==> src/rtl/btn_alu_op_select.sv <==
// Push-button ALU operation selector: three synchronised and debounced buttons
// pick an entry of a fixed 8-entry op table, either directly or by stepping.
module btn_alu_op_select #(
    parameter int SYNC_STAGES     = 2,
    parameter int DEBOUNCE_CYCLES = 1000000
) (
    input  logic       clk,
    input  logic       rst,
    input  logic       mode,
    input  logic       btnl,
    input  logic       btnc,
    input  logic       btnr,
    output logic [3:0] alu_op,
    output logic [2:0] op_idx,
    output logic       op_changed
);

    localparam int              CNT_W   = $clog2(DEBOUNCE_CYCLES);
    localparam logic [CNT_W-1:0] CNT_MAX = CNT_W'(DEBOUNCE_CYCLES - 1);

    function automatic logic [3:0] op_lut(input logic [2:0] idx);
        case (idx)
            3'd0:    op_lut = 4'b0010;
            3'd1:    op_lut = 4'b0110;
            3'd2:    op_lut = 4'b0000;
            3'd3:    op_lut = 4'b0001;
            3'd4:    op_lut = 4'b1101;
            3'd5:    op_lut = 4'b0111;
            3'd6:    op_lut = 4'b1001;
            default: op_lut = 4'b1010;
        endcase
    endfunction

    // Bit order everywhere is {l, c, r}, which is also the table index order.
    logic [2:0]             pads;
    logic [SYNC_STAGES-1:0] sync_q [3];
    logic [CNT_W-1:0]       cnt_q  [3];
    logic [2:0]             stable_q;
    logic [2:0]             prev_q;
    logic [2:0]             rise;
    logic [2:0]             next_idx;
    logic [3:0]             next_op;

    assign pads = {btnl, btnc, btnr};
    assign rise = stable_q & ~prev_q;

    always_comb begin
        next_idx = op_idx;
        if (!mode) begin
            next_idx = stable_q;
        end else if (rise[1]) begin
            next_idx = 3'd0;
        end else if (rise[2] && rise[0]) begin
            next_idx = op_idx;
        end else if (rise[0]) begin
            next_idx = op_idx + 3'd1;
        end else if (rise[2]) begin
            next_idx = op_idx - 3'd1;
        end
        next_op = op_lut(next_idx);
    end

    always_ff @(posedge clk) begin
        if (rst) begin
            for (int b = 0; b < 3; b++) begin
                sync_q[b] <= '0;
                cnt_q[b]  <= '0;
            end
            stable_q   <= '0;
            prev_q     <= '0;
            op_idx     <= 3'd0;
            alu_op     <= 4'b0010;
            op_changed <= 1'b0;
        end else begin
            prev_q <= stable_q;
            for (int b = 0; b < 3; b++) begin
                sync_q[b] <= {sync_q[b][SYNC_STAGES-2:0], pads[b]};
                // Any return to the stable level restarts qualification.
                if (sync_q[b][SYNC_STAGES-1] == stable_q[b]) begin
                    cnt_q[b] <= '0;
                end else if (cnt_q[b] == CNT_MAX) begin
                    stable_q[b] <= sync_q[b][SYNC_STAGES-1];
                    cnt_q[b]    <= '0;
                end else begin
                    cnt_q[b] <= cnt_q[b] + CNT_W'(1);
                end
            end
            op_idx     <= next_idx;
            alu_op     <= next_op;
            op_changed <= (next_op != alu_op);
        end
    end

endmodule

==> config.mk <==
export PLATFORM = sky130hd
export DESIGN_NAME = btn_alu_op_select
export DESIGN_NICKNAME = d
export VERILOG_FILES = /design/src/rtl/btn_alu_op_select.sv
export SDC_FILE = /design/constraint.sdc
export NUM_CORES = 1
export LEC_CHECK = 0
export ABC_AREA = 0
export CELL_PAD_IN_SITES_DETAIL_PLACEMENT = 0
export CELL_PAD_IN_SITES_GLOBAL_PLACEMENT = 1
export CORE_MARGIN = 2
export CORE_UTILIZATION = 44
export CTS_CLUSTER_DIAMETER = 50
export DETAILED_ROUTE_END_ITERATION = 10
export GPL_ROUTABILITY_DRIVEN = 0
export PLACE_DENSITY = 0.88
export SLEW_MARGIN = 20
export SYNTH_ARGS = -nofsm -noshare
export SYNTH_HDL_FRONTEND = slang
export SYNTH_SLANG_ARGS = --single-unit
==> constraint.sdc <==
create_clock -name clk -period 2.25 [get_ports clk]
set_clock_uncertainty 0.2 [all_clocks]
set_input_delay 0.225 -clock clk [delete_from_list [all_inputs] [get_ports clk]]
set_output_delay 0.225 -clock clk [all_outputs]
set_load 0.01 [all_outputs]
; ---- Word-level counts from Yosys, hierarchy flattened
; Memory sizes are Yosys's and may differ from the RTL's.
; Cells that the tools add are included.
[classes]
bitwise = 17
add_sub_neg = 5
reduce_logical = 5
n_eq_ne = 13
mux = 54
[op_table]
columns = op, n
row1 = $mux W20, 9
row2 = $add A20 B1 Y20 const B, 3
row3 = $eq A20 B20 Y1 const B, 3
row4 = $mux W1, 36
row5 = $pmux W4 S7, 1
row6 = $mux W3, 5
row7 = $or A1 B1 Y1, 12
row8 = $eq A3 B3 Y1 const B, 3
row9 = $eq A3 B2 Y1 const B, 2
row10 = $mux W2, 3
row11 = $reduce_and A2 Y1, 3
row12 = $ne A4 B4 Y1, 1
row13 = $add A3 B1 Y3 const B, 1
row14 = $and A3 B3 Y3, 1
row15 = $eq A1 B1 Y1, 3
row16 = $eq A3 B1 Y1 const B, 1
row17 = $logic_not A3 Y1, 1
row18 = $not A1 Y1, 3
row19 = $not A3 Y3, 1
row20 = $sub A3 B1 Y3 const B, 1
row21 = $logic_and A1 B1 Y1, 1
[word_totals]
word_cells = 103
mem_bits_rw = 66
input_bits = 6
register_bits = 14
n_memories = 2
out_inout_bits = 8
[memory_table]
columns = name, depth, width, read_ports, rd_clocked_by_memory_dff, wr, line
row1 = cnt_q, 3, 20, 3, 0, 3, 37  ; logic [CNT_W-1:0] cnt_q [3];
row2 = sync_q, 3, 2, 3, 0, 3, 36  ; logic [SYNC_STAGES-1:0] sync_q [3];

; ---- Logic depth before layout (Yosys ltp)
[logic_depth]
ltp_word = 10
ltp_mapped = 8
ltp_nobuf = 8

; ---- Least setup slack after synthesis
; No wires, ideal clock.
[synth_timing]
kind = register to register
start = register op_idx[0]
end = register op_changed
synth_period_minus_slack_ns = 2.322
n_path_buf = 0
required_ns = 1.916
setup_slack_ns = -0.072
arrival_ns = 1.989
stages_incl_launch_ff = 9
setup_time_ns = 0.134
cell_sequence = dfxtp_1 -> inv_1 -> ha_1 -> a21oi_1 -> a221oi_4 -> or2_1 -> or4_1 -> nand3_1 -> o221ai_2
[synth_via]
elab_chain_len = 9
elab_cells_between_ends = 16
cone_classes = add/sub (2) / eq/ne (7) / mux (6) / reduce/logical (1)
[synth_rtl]
columns = item, line
row1 = from (decl), 14  ; output logic [2:0] op_idx,
row2 = from (signal assigned), 88  ; op_idx <= next_idx;
row3 = $sub A3 B1 Y3, 58  ; next_idx = op_idx - 3'd1;
row4 = $mux W3, 57  ; end else if (rise[2]) begin
row5 = $mux W3, 55  ; end else if (rise[0]) begin
row6 = $mux W3 (*), 53  ; end else if (rise[2] && rise[0]) begin
row7 = $mux W3 (*), 51  ; end else if (rise[1]) begin
row8 = $mux W3 (*), 49  ; if (!mode) begin
row9 = $eq A3 B3 Y1 (tied with other cells), 22  ; case (idx)
row10 = $pmux W4 S7 (*), 22
row11 = $ne A4 B4 Y1 (*), 90  ; op_changed <= (next_op != alu_op);
row12 = to (signal assigned), 90
row13 = to (decl), 15  ; output logic op_changed
; Mark *: on every way between the ends. The rest lies on a longest branch, timed or not.
; A chain may end at the register's enable or synchronous reset.

; ---- Worst setup path in the final report
[layout_timing]
start = register prev_q[2]
end = register op_changed
[layout_via]
elab_chain_len = 10
elab_cells_between_ends = 17
cone_classes = eq/ne (7) / mux (6) / bitwise (2) / reduce/logical (2)
[layout_rtl]
columns = item, line
row1 = from (decl), 39  ; logic [2:0] prev_q;
row2 = from (signal assigned), 75  ; prev_q <= stable_q;
row3 = $not A3 Y3 (*), 45  ; assign rise = stable_q & ~prev_q;
row4 = $and A3 B3 Y3 (*), 45
row5 = $mux W3, 57
row6 = $mux W3, 55
row7 = $mux W3 (*), 53
row8 = $mux W3 (*), 51
row9 = $mux W3 (*), 49
row10 = $eq A3 B3 Y1 (tied with other cells), 22
row11 = $pmux W4 S7 (*), 22
row12 = $ne A4 B4 Y1 (*), 90
; Marked as above.

==> summary.txt <==
Outcome
  – Status: finished, final reports clean

Detailed routing
  – DR DRC count: 0
  – WL/cell: 11.4 um
  – DRT Wirelength: 7040 um
  – Vias post-DR: 2961
  – Via density: between 4 and 5
  – Final ANT Viol Nets: 0
  – First drt pass iteration count: 4
  – Detailed Route Iter0 Violations: roughly 110

Floorplanning
  – Height of the die: 100 um
  – Area of the core: 9110 sq um
  – Die ar.: 10000 sq um
  – Site Rows: 35
  – Die extent in x: about 100 um
  – Initial core utilization: 44.7%
  – IO Pins: 14

Yosys
  – #FFs+latches synth: 80
  – Fraction of registers with async set/reset: 0%
  – Cell Area, Synth: ~4100 sq um
  – Gate Count Post-Synth: 393
  – Ys Warns: 0
  – Syn Area/Cell: 10.4 sq um
  – Top FF cell, synth: edfxtp_1
  – Number of synthesized flops with an enable pin: 60
  – Synth cell types: 48
  – Sequential element share of the synthesized area: 54.1%
  – Post-synth top area cell: edfxtp_1
  – Top cells by area, synth: edfxtp_1 44%, dfxtp_1 9.8%, nor2_1 7.7%, xor2_1 6.7%, xnor2_1 5.2%
  – Most frequent cells after synthesis: 83 x nor2_1, 60 x edfxtp_1, 31 x nand3_1, 31 x xor2_1
  – Post-synth top area share: ~44%
  – Most common cell in the synthesized netlist: nor2_1

Pwr
  – Total power: between 2 and 3 mW
  – VDD IR max: just under 0.4 mV
  – Power density over the cells: 551 nW/um^2
  – P_leak: 1.89 nW

Critical path
  – Startpoint types: flop
  – R2R setup slack: 70 ps
  – RR Endpoint: op_changed
  – Setup crit end kind: flop
  – Reg2reg start: prev_q[2]
  – Critical path required time: 2280 ps
  – Reg2reg path depth: 7
  – Crit path max fanout: 6
  – Critical path arrival: 2210 ps
  – Setup CP Type: reg2reg

Final layout
  – Final instance area: a little over 5000 sq um
  – Antenna cell count: 0
  – Area Growth Syn to Fin: 26.3%
  – Layout cells sized above 1: 14.8%
  – Final net count: 514

Worst hold path
  – HP Start: btnc
  – Min-Delay Path Class: in2reg
  – Worst Hold End: sync_q[0][2]
  – Hold Crit Depth: 2

Run
  – Max cap viols: 0

GRT
  – Total grt overflow: 0
  – Total global-route track usage: 15.3%
  – First-pass GRT wire length: 12300 um
  – Initial antenna violation count: 0
  – Largest net degree at the start of global routing: 21
  – Vias in the first global route: 2844

Placement
  – Placed Area: 4830 sq um
  – Hpwl dp: 5140 um
  – IO buf count: 13

Clock tree
  – Max H-tree Level: 3
  – Clk buf depth: 2
  – Latest clock arrival within the worst-skew pair: 350 ps
  – CTS buffer count: 9
  – CTS tree: yes
  – Root Buffer: clkbuf_8
  – Clock Sink Count: 80
  – Clock transition at path regs: 80 ps

Timing
  – Fmax: between 0.4 and 0.5 GHz
  – Minimum clock period: 2180 ps
  – Final hold vios: 0
  – Period utilization: a little over nine tenths
  – # setup viols final: 0
  – Count of pins over their slew limit: 0
## sequential cells by signal, indices dropped and copies added (netlist names)
register / cells
cnt_q: 60
sync_q: 6
alu_op: 4
op_idx: 3
prev_q: 3
stable_q: 3
op_changed: 1
## per-layer routing
layer  global-route usage (%)  vias to the layer above  part of all wire, %
met5                        0                        -                    0
met4                     6.85                        0                  2.0
met3                     3.34                       14                  2.3
met2                     24.4                       29                   47
met1                     20.2                     1382                   48
li1                         -                     1536                    -
## critical path: stages, from the launching register on
cell	delay, ps
dfxtp_1	310
and2b_4	210
o21ai_0	310
a221oi_4	130
or2_1	260
or4_1	460
nand3_1	100
o221ai_2	90
## timing repair
item | 4_1_cts | 5_1_grt
pin swaps | 0 | 6
setup buffers | 0 | 1
setup endpoints to repair | 21 | 41
resized for setup | 3 | 15
hold buffers | 0 | 0
## worst max-delay path by stage
| stage | from | end | slack, ps | cells past startpoint |
|---|---|---|---|---|
| detailed placement | mode | op_changed | -60 | 8 |
| finish | prev_q[2] | op_changed | 70 | 7 |
| floorplan | cnt_q[2][0] | cnt_q[2][16] | 10 | 7 |
| CTS | prev_q[0] | op_changed | 20 | 7 |
| global placement | cnt_q[2][0] | cnt_q[2][16] | -20 | 8 |
| global route | prev_q[2] | op_changed | -6 | 8 |
## per-stage QoR
step                      hold WS (ps)  util (%)  TNS [ps]  worst slack [ps]  instances
final                              222      56.4         0              74.9        619
after CTS                          206      55.4         0              20.2        618
after global placement             218      53.1      -288             -18.2        602
after floorplan                    153         -         0              14.1        452
after global routing               218      56.4     -10.0             -5.83        619
after detailed placement           230      53.1      -309             -60.1        602
## where the power goes
group | internal (mW) | switching, mW
combinational | 0.0650 | 0.0736
sequential | 1.63 | 0.0459
clock | 0.499 | 0.514
## layout make-up
type / count / area, sq um
clock buffer: 12 / 166
clock inverter: 4 / 26.3
fill: 820 / 3970
inverter: 11 / 41.3
multi-input combinational: 352 / 2120
sequential: 80 / 2210
tap: 111 / 139
timing repair buffer: 49 / 442
## cell families after synthesis
logic type,count (synthesis),share of synthesized area (%)
buf+inv,20,1.87
compound gates,27,5.07
simple gates,200,23.9
fa+ha+maj,6,1.81
xor+xnor,56,12.4
other cells,1,0.0921
flops,80,54.1
mux,3,0.738
## cell usage in the layout (no fill, tap or decap), drive strengths merged, types with 7 or more instances in the layout
master          n
a21oi           8
and3            7
buf            36
clkbuf         12
clkdlybuf4s50  13
conb           60
dfxtp          20
edfxtp         60
inv            12
nand2          24
nand3          31
nor2           84
nor2b          10
o21ai           8
or3             8
xnor2          24
xor2           31
No activity file was read; power rests on OpenSTA's default activity.
